## src/rtl/alu_pipe_n.sv

```systemverilog
// N-bit registered ALU with valid/ready on both sides, status flags and an
// iterative shift-add multiply (N+1 cycles). One operation in flight.
module alu_pipe_n #(
    parameter int N      = 4,
    parameter bit MUL_EN = 1'b1
) (
    input  logic         clk,
    input  logic         reset,
    input  logic         in_valid,
    output logic         in_ready,
    input  logic [N-1:0] operand1,
    input  logic [N-1:0] operand2,
    input  logic [2:0]   operation,
    output logic         out_valid,
    input  logic         out_ready,
    output logic [N-1:0] result,
    output logic         flag_z,
    output logic         flag_n,
    output logic         flag_c,
    output logic         flag_v,
    output logic         err
);
    localparam int SW = $clog2(N);
    localparam int CW = $clog2(N + 1);

    typedef enum logic [1:0] {IDLE, MUL_BUSY, MUL_DONE} state_t;
    state_t state, state_nx;

    logic           out_free, accept, is_mul, load_out;
    logic [N:0]     sum, diff;
    logic [N-1:0]   b_neg, alu_res, ld_res;
    logic [SW-1:0]  shamt;
    logic           alu_c, alu_v, alu_err, ld_c, ld_v, ld_err;
    logic [2*N-1:0] mcand, acc;
    logic [N-1:0]   mplier;
    logic [CW-1:0]  cnt;

    // The output slot is free when empty or being drained this very edge.
    assign out_free = !out_valid || out_ready;
    assign in_ready = reset && (state == IDLE) && out_free;
    assign accept   = in_valid && in_ready;
    assign is_mul   = MUL_EN && (operation == 3'd7);

    assign sum   = {1'b0, operand1} + {1'b0, operand2};
    assign diff  = {1'b0, operand1} - {1'b0, operand2};
    assign b_neg = ~operand2 + N'(1);
    assign shamt = operand2[SW-1:0];

    // Single-cycle datapath; a shift by >= N falls out as zero naturally.
    always_comb begin
        alu_res = '0;
        alu_c   = 1'b0;
        alu_v   = 1'b0;
        alu_err = 1'b0;
        case (operation)
            3'd0: begin
                alu_res = sum[N-1:0];
                alu_c   = sum[N];
                alu_v   = (operand1[N-1] == operand2[N-1]) && (sum[N-1] != operand1[N-1]);
            end
            3'd1: begin
                alu_res = diff[N-1:0];
                alu_c   = diff[N];
                alu_v   = (operand1[N-1] == b_neg[N-1]) && (diff[N-1] != operand1[N-1]);
            end
            3'd2:    alu_res = operand1 & operand2;
            3'd3:    alu_res = operand1 | operand2;
            3'd4:    alu_res = operand1 ^ operand2;
            3'd5:    alu_res = operand1 << shamt;
            3'd6:    alu_res = operand1 >> shamt;
            default: alu_err = (MUL_EN == 1'b0);
        endcase
    end

    always_ff @(posedge clk or negedge reset) begin
        if (!reset) state <= IDLE;
        else        state <= state_nx;
    end

    always_comb begin
        state_nx = state;
        case (state)
            IDLE:     if (accept && is_mul) state_nx = MUL_BUSY;
            MUL_BUSY: if (cnt == CW'(1)) state_nx = MUL_DONE;
            MUL_DONE: if (out_free) state_nx = IDLE;
            default:  state_nx = IDLE;
        endcase
    end

    // Source select for the output register: ALU on accept, product when done.
    always_comb begin
        load_out = 1'b0;
        ld_res   = alu_res;
        ld_c     = alu_c;
        ld_v     = alu_v;
        ld_err   = alu_err;
        if (accept && !is_mul) load_out = 1'b1;
        if (state == MUL_DONE && out_free) begin
            load_out = 1'b1;
            ld_res   = acc[N-1:0];
            ld_c     = |acc[2*N-1:N];
            ld_v     = 1'b0;
            ld_err   = 1'b0;
        end
    end

    always_ff @(posedge clk or negedge reset) begin
        if (!reset) begin
            out_valid <= 1'b0;
            result    <= '0;
            flag_z    <= 1'b0;
            flag_n    <= 1'b0;
            flag_c    <= 1'b0;
            flag_v    <= 1'b0;
            err       <= 1'b0;
        end else if (load_out) begin
            out_valid <= 1'b1;
            result    <= ld_res;
            flag_z    <= (ld_res == '0);
            flag_n    <= ld_res[N-1];
            flag_c    <= ld_c;
            flag_v    <= ld_v;
            err       <= ld_err;
        end else if (out_ready) begin
            out_valid <= 1'b0;
        end
    end

    // Shift-add multiplier: one partial product per cycle, LSB of B first.
    always_ff @(posedge clk or negedge reset) begin
        if (!reset) begin
            mcand  <= '0;
            mplier <= '0;
            acc    <= '0;
            cnt    <= '0;
        end else if (accept && is_mul) begin
            mcand  <= {{N{1'b0}}, operand1};
            mplier <= operand2;
            acc    <= '0;
            cnt    <= CW'(N);
        end else if (state == MUL_BUSY) begin
            acc    <= acc + (mplier[0] ? mcand : '0);
            mcand  <= mcand << 1;
            mplier <= mplier >> 1;
            cnt    <= cnt - CW'(1);
        end
    end
endmodule

```

## config.mk

```make
export PLATFORM = sky130hd
export DESIGN_NAME = alu_pipe_n
export DESIGN_NICKNAME = d
export VERILOG_FILES = /design/src/rtl/alu_pipe_n.sv
export SDC_FILE = /design/constraint.sdc
export NUM_CORES = 1
export LEC_CHECK = 0
export CORE_MARGIN = 4
export CORE_UTILIZATION = 55
export DETAILED_ROUTE_END_ITERATION = 10
export PLACE_DENSITY_LB_ADDON = 0.15
export SYNTH_ARGS = -nofsm -noshare
export SYNTH_HDL_FRONTEND = slang
export SYNTH_SLANG_ARGS = --single-unit
```

## constraint.sdc

```tcl
create_clock -name clk -period 2.8 [get_ports clk]
set_clock_uncertainty 0.05 [all_clocks]
set_input_delay 0.56 -clock clk [delete_from_list [all_inputs] [get_ports clk]]
set_output_delay 0.56 -clock clk [all_outputs]
set_load 0.01 [all_outputs]
```

==> impl_metrics.csv <==
group,metric,value,unit
worst_hold_path,min_path_type,"flop to flop",
run,drv_cap,0,
routing,vias,2279,
synthesis,synth_area_leaders,"dfrtp_1, ha_1, nand2_1, nand3_1, o21ai_0",
timing,finalHoldViolCount,0,
place,place.gp.congestion,0.889,
clocking,cts_resized,0,
synthesis,synth-async-reset-ratio,100,%
worst_setup_path,cp.required,2.94,ns
timing,period_share,95.3,%
global_route,globalRouteMet2Util,33.9,%
power_and_ir_drop,total_leakage_power,1.46,nW
worst_hold_path,whs_endpoint,"flag_v",
place,dpl.hpwl,4560,um
clocking,cts_sinks,33,
timing,layout_min_cycle_time,2.67,ns
finish,final_layout_size_suffix_gt1_share,14.2,%
synthesis,syn_area_per_cell,8.66,um2
die,die_height,77.0,um
synthesis,synth_top_area_share,31.6,%
power_and_ir_drop,power.density,693,nW/um2
die,pin_count,26,
synthesis,ys_ff_latch,33,
timing,final-setup-viol-count,0,
finish,fillers,382,
timing,slew_violations,0,
routing,wl_per_cell,15.3,um
worst_setup_path,path_class,"input port to flop",
synthesis,synth-edff-count,0,
clocking,cts_tree,"built",
worst_setup_path,reg2reg_slack,0.44,ns
routing,avgViaCountPerCell,5.76,
global_route,grt-ovfl-total,0,
worst_setup_path,critPathBufInv,3,
worst_hold_path,worstHoldPathCells,2,
die,core,4470,um2
synthesis,synth_area,2620,um2
clocking,postCtsHoldBufs,0,
worst_hold_path,hold_path.startpoint,"flag_v",
global_route,antenna_found_initial,0,
worst_setup_path,cp_cell_sequence,"clkdlybuf4s50_1, inv_1, ha_1, inv_1, fa_1, xnor2_1, o211ai_1, a21oi_1, nor4b_2, o21ai_1, o31ai_2",
global_route,grt_pass1_vias,2226,
worst_setup_path,reg2reg_depth,10,
global_route,grtUsageMet3,4.80,%
worst_setup_path,worstPathMaxFanout,3,
clocking,clk_pin_slew,0.07,ns
finish,nNetsFinal,383,
synthesis,yosysSeqAreaShare,31.6,%
routing,route.detailed.drc,0,
synthesis,synth_ff_type,"dfrtp_1",
worst_setup_path,cp-end-kind,"flop",
clocking,htreeDepth,2,
die,die_w,77.0,um
timing,max_clock_freq,0.375,GHz
outcome,status,"complete, no violations",
synthesis,synth_fp_nets,342,
worst_setup_path,r2r_end,"acc[6]",
synthesis,synth_top_area_cell,"dfrtp_1",
synthesis,syn_inst,302,
finish,post-route-util,70.1,%
die,die_area,5920,um2
die,rows,24,
global_route,grt_pass1_wl,10600,um
worst_setup_path,cp_common_cell,"inv_1",
worst_setup_path,crit_family,"buffers and inverters",
power_and_ir_drop,ir_drop,0.304,mV
clocking,cts_buffer_depth,2,
clocking,post-cts-setup-buffers,0,
routing,ant_nets,0,
global_route,busiest_layer,"met2",
routing,wl,6070,um
synthesis,ys_warn_count,0,
place,portBuffers,24,
timing,rsz0062_at_grt,"false",
clocking,cts-buffers-inserted,5,
routing,firstDrtPassIters,4,
finish,antenna_cells,0,
worst_setup_path,cpMaxStageDelayCell,"clkdlybuf4s50_1",
clocking,worstSkewPairLatency,0.29,ns
clocking,clockRootBuffer,"clkbuf_8",
routing,drtIter0Drc,152,
synthesis,yosysUniqueCellTypes,60,
global_route,grt_max_degree,34,
worst_setup_path,cp-start-kind,"input port",
worst_setup_path,cp.arrival,2.81,ns
global_route,grt_usage,22.0,%
place,post-place-cells,388,
worst_setup_path,r2r-start,"mplier[0]",
die,start_util,58.5,%
finish,area_delta_synth_final,19.8,%
global_route,met1_usage,31.0,%
finish,fin_cells,396,
worst_setup_path,critical-path-max-stage-delay,0.45,ns
==> worst max-delay path by stage <==
stage | start | to | slack [ns] | cells past startpoint
after floorplan | operand2[1] | result[3] | 0.45 | 9
after global placement | operand1[0] | flag_z | -0.08 | 11
after detailed placement | operand1[0] | flag_z | -0.16 | 11
after CTS | operand1[0] | flag_z | 0.13 | 11
after global routing | operand1[0] | flag_z | 0.04 | 11
final | operand1[0] | flag_z | 0.13 | 11
==> metal layers <==
layer,vias up,wire (um),share of wire (%)
met4,0,67,1.1
met5,-,0,0
met1,1084,2840,47
met2,47,2890,48
li1,1140,-,-
met3,8,277,4.6
==> final cells by class <==
| type | instances | area, um2 | area share, % |
|---|---|---|---|
| multi-input combinational | 233 | 1600 | 51.2 |
| sequential | 33 | 826 | 26.3 |
| timing repair buffer | 49 | 428 | 13.6 |
| inverter | 21 | 78.8 | 2.51 |
| clock buffer | 5 | 68.8 | 2.19 |
| clock inverter | 3 | 65.1 | 2.08 |
| tap | 52 | 65.1 | 2.08 |
==> cells in the final DEF, fill, tap and decap left out, types with 3 or more instances in the layout <==
| master | n |
|---|---|
| nand2_1 | 41 |
| dfrtp_1 | 33 |
| buf_4 | 25 |
| clkdlybuf4s50_1 | 24 |
| nand3_1 | 22 |
| o21ai_0 | 22 |
| ha_1 | 22 |
| inv_1 | 21 |
| nor2_1 | 21 |
| a21oi_1 | 11 |
| and2_1 | 6 |
| nor3_1 | 6 |
| nand2b_1 | 5 |
| o211ai_1 | 5 |
| clkbuf_8 | 5 |
| nor2b_1 | 4 |
| xor2_1 | 4 |
| a22oi_1 | 4 |
| a31oi_1 | 4 |
| xnor2_1 | 4 |
| mux2i_1 | 4 |
| and3_1 | 3 |
| mux2_2 | 3 |
| o41ai_1 | 3 |
| o21a_1 | 3 |
| fa_1 | 3 |
==> report_power, final <==
group          leakage, nW  total, mW  internal, mW  switching (mW)
Combinational        0.954      0.840         0.401           0.440
Sequential           0.434      0.796         0.659           0.137
Clock               0.0681      0.537         0.354           0.184
==> sequential cells by signal (all words and copies together) (netlist names), 2 cells and up <==
| signal | cells |
|---|---|
| cnt | 3 |
| mcand | 8 |
| mplier | 4 |
| acc | 8 |
| result | 4 |
| state | 2 |
==> tightest hold or removal path: cells and delay by family (launching register included) <==
kind,cells,cell delay [ns]
AO/OA/AOI/OAI,1,0.05
flip-flops,1,0.34
AND/OR/NAND/NOR,1,0.05
==> metrics by stage <==
stage                     hold slack (ns)  area, um2  power (mW)  TNS [ns]  setup WS, ns
after global placement              0.413       3000        1.61    -0.118       -0.0810
after CTS                           0.435       3140        2.19         0         0.132
after global routing                0.469       3140        2.33         0        0.0394
after floorplan                     0.214       2620        1.31         0         0.452
after detailed placement            0.418       3000        1.65    -0.271        -0.161
final                               0.429       3140        2.17         0         0.131
==> Yosys cell counts, types with 2 or more instances <==
| library cell | instances |
|---|---|
| nand2_1 | 41 |
| dfrtp_1 | 33 |
| ha_1 | 22 |
| nand3_1 | 22 |
| o21ai_0 | 22 |
| inv_1 | 21 |
| nor2_1 | 21 |
| a21oi_1 | 11 |
| and2_1 | 6 |
| nor3_1 | 6 |
| nand2b_1 | 5 |
| o211ai_1 | 5 |
| a22oi_1 | 4 |
| a31oi_1 | 4 |
| clkbuf_1 | 4 |
| mux2i_1 | 4 |
| nor2b_1 | 4 |
| xnor2_1 | 4 |
| xor2_1 | 4 |
| and3_1 | 3 |
| buf_4 | 3 |
| buf_6 | 3 |
| fa_1 | 3 |
| mux2_2 | 3 |
| o21a_1 | 3 |
| o41ai_1 | 3 |
| a211oi_1 | 2 |
| a21boi_0 | 2 |
| buf_2 | 2 |
| o311ai_0 | 2 |
==> kinds of logic after synthesis <==
group           Yosys count  synth area share [%]
mux                      10                  5.26
simple gates            121                  22.9
compound gates           68                  17.6
xor+xnor                  8                  2.68
flops                    33                  31.6
fa+ha+maj                25                  12.8
buf+inv                  36                  7.13
other cells               1                 0.143
Note: power is estimated with default switching activity, not from simulation.
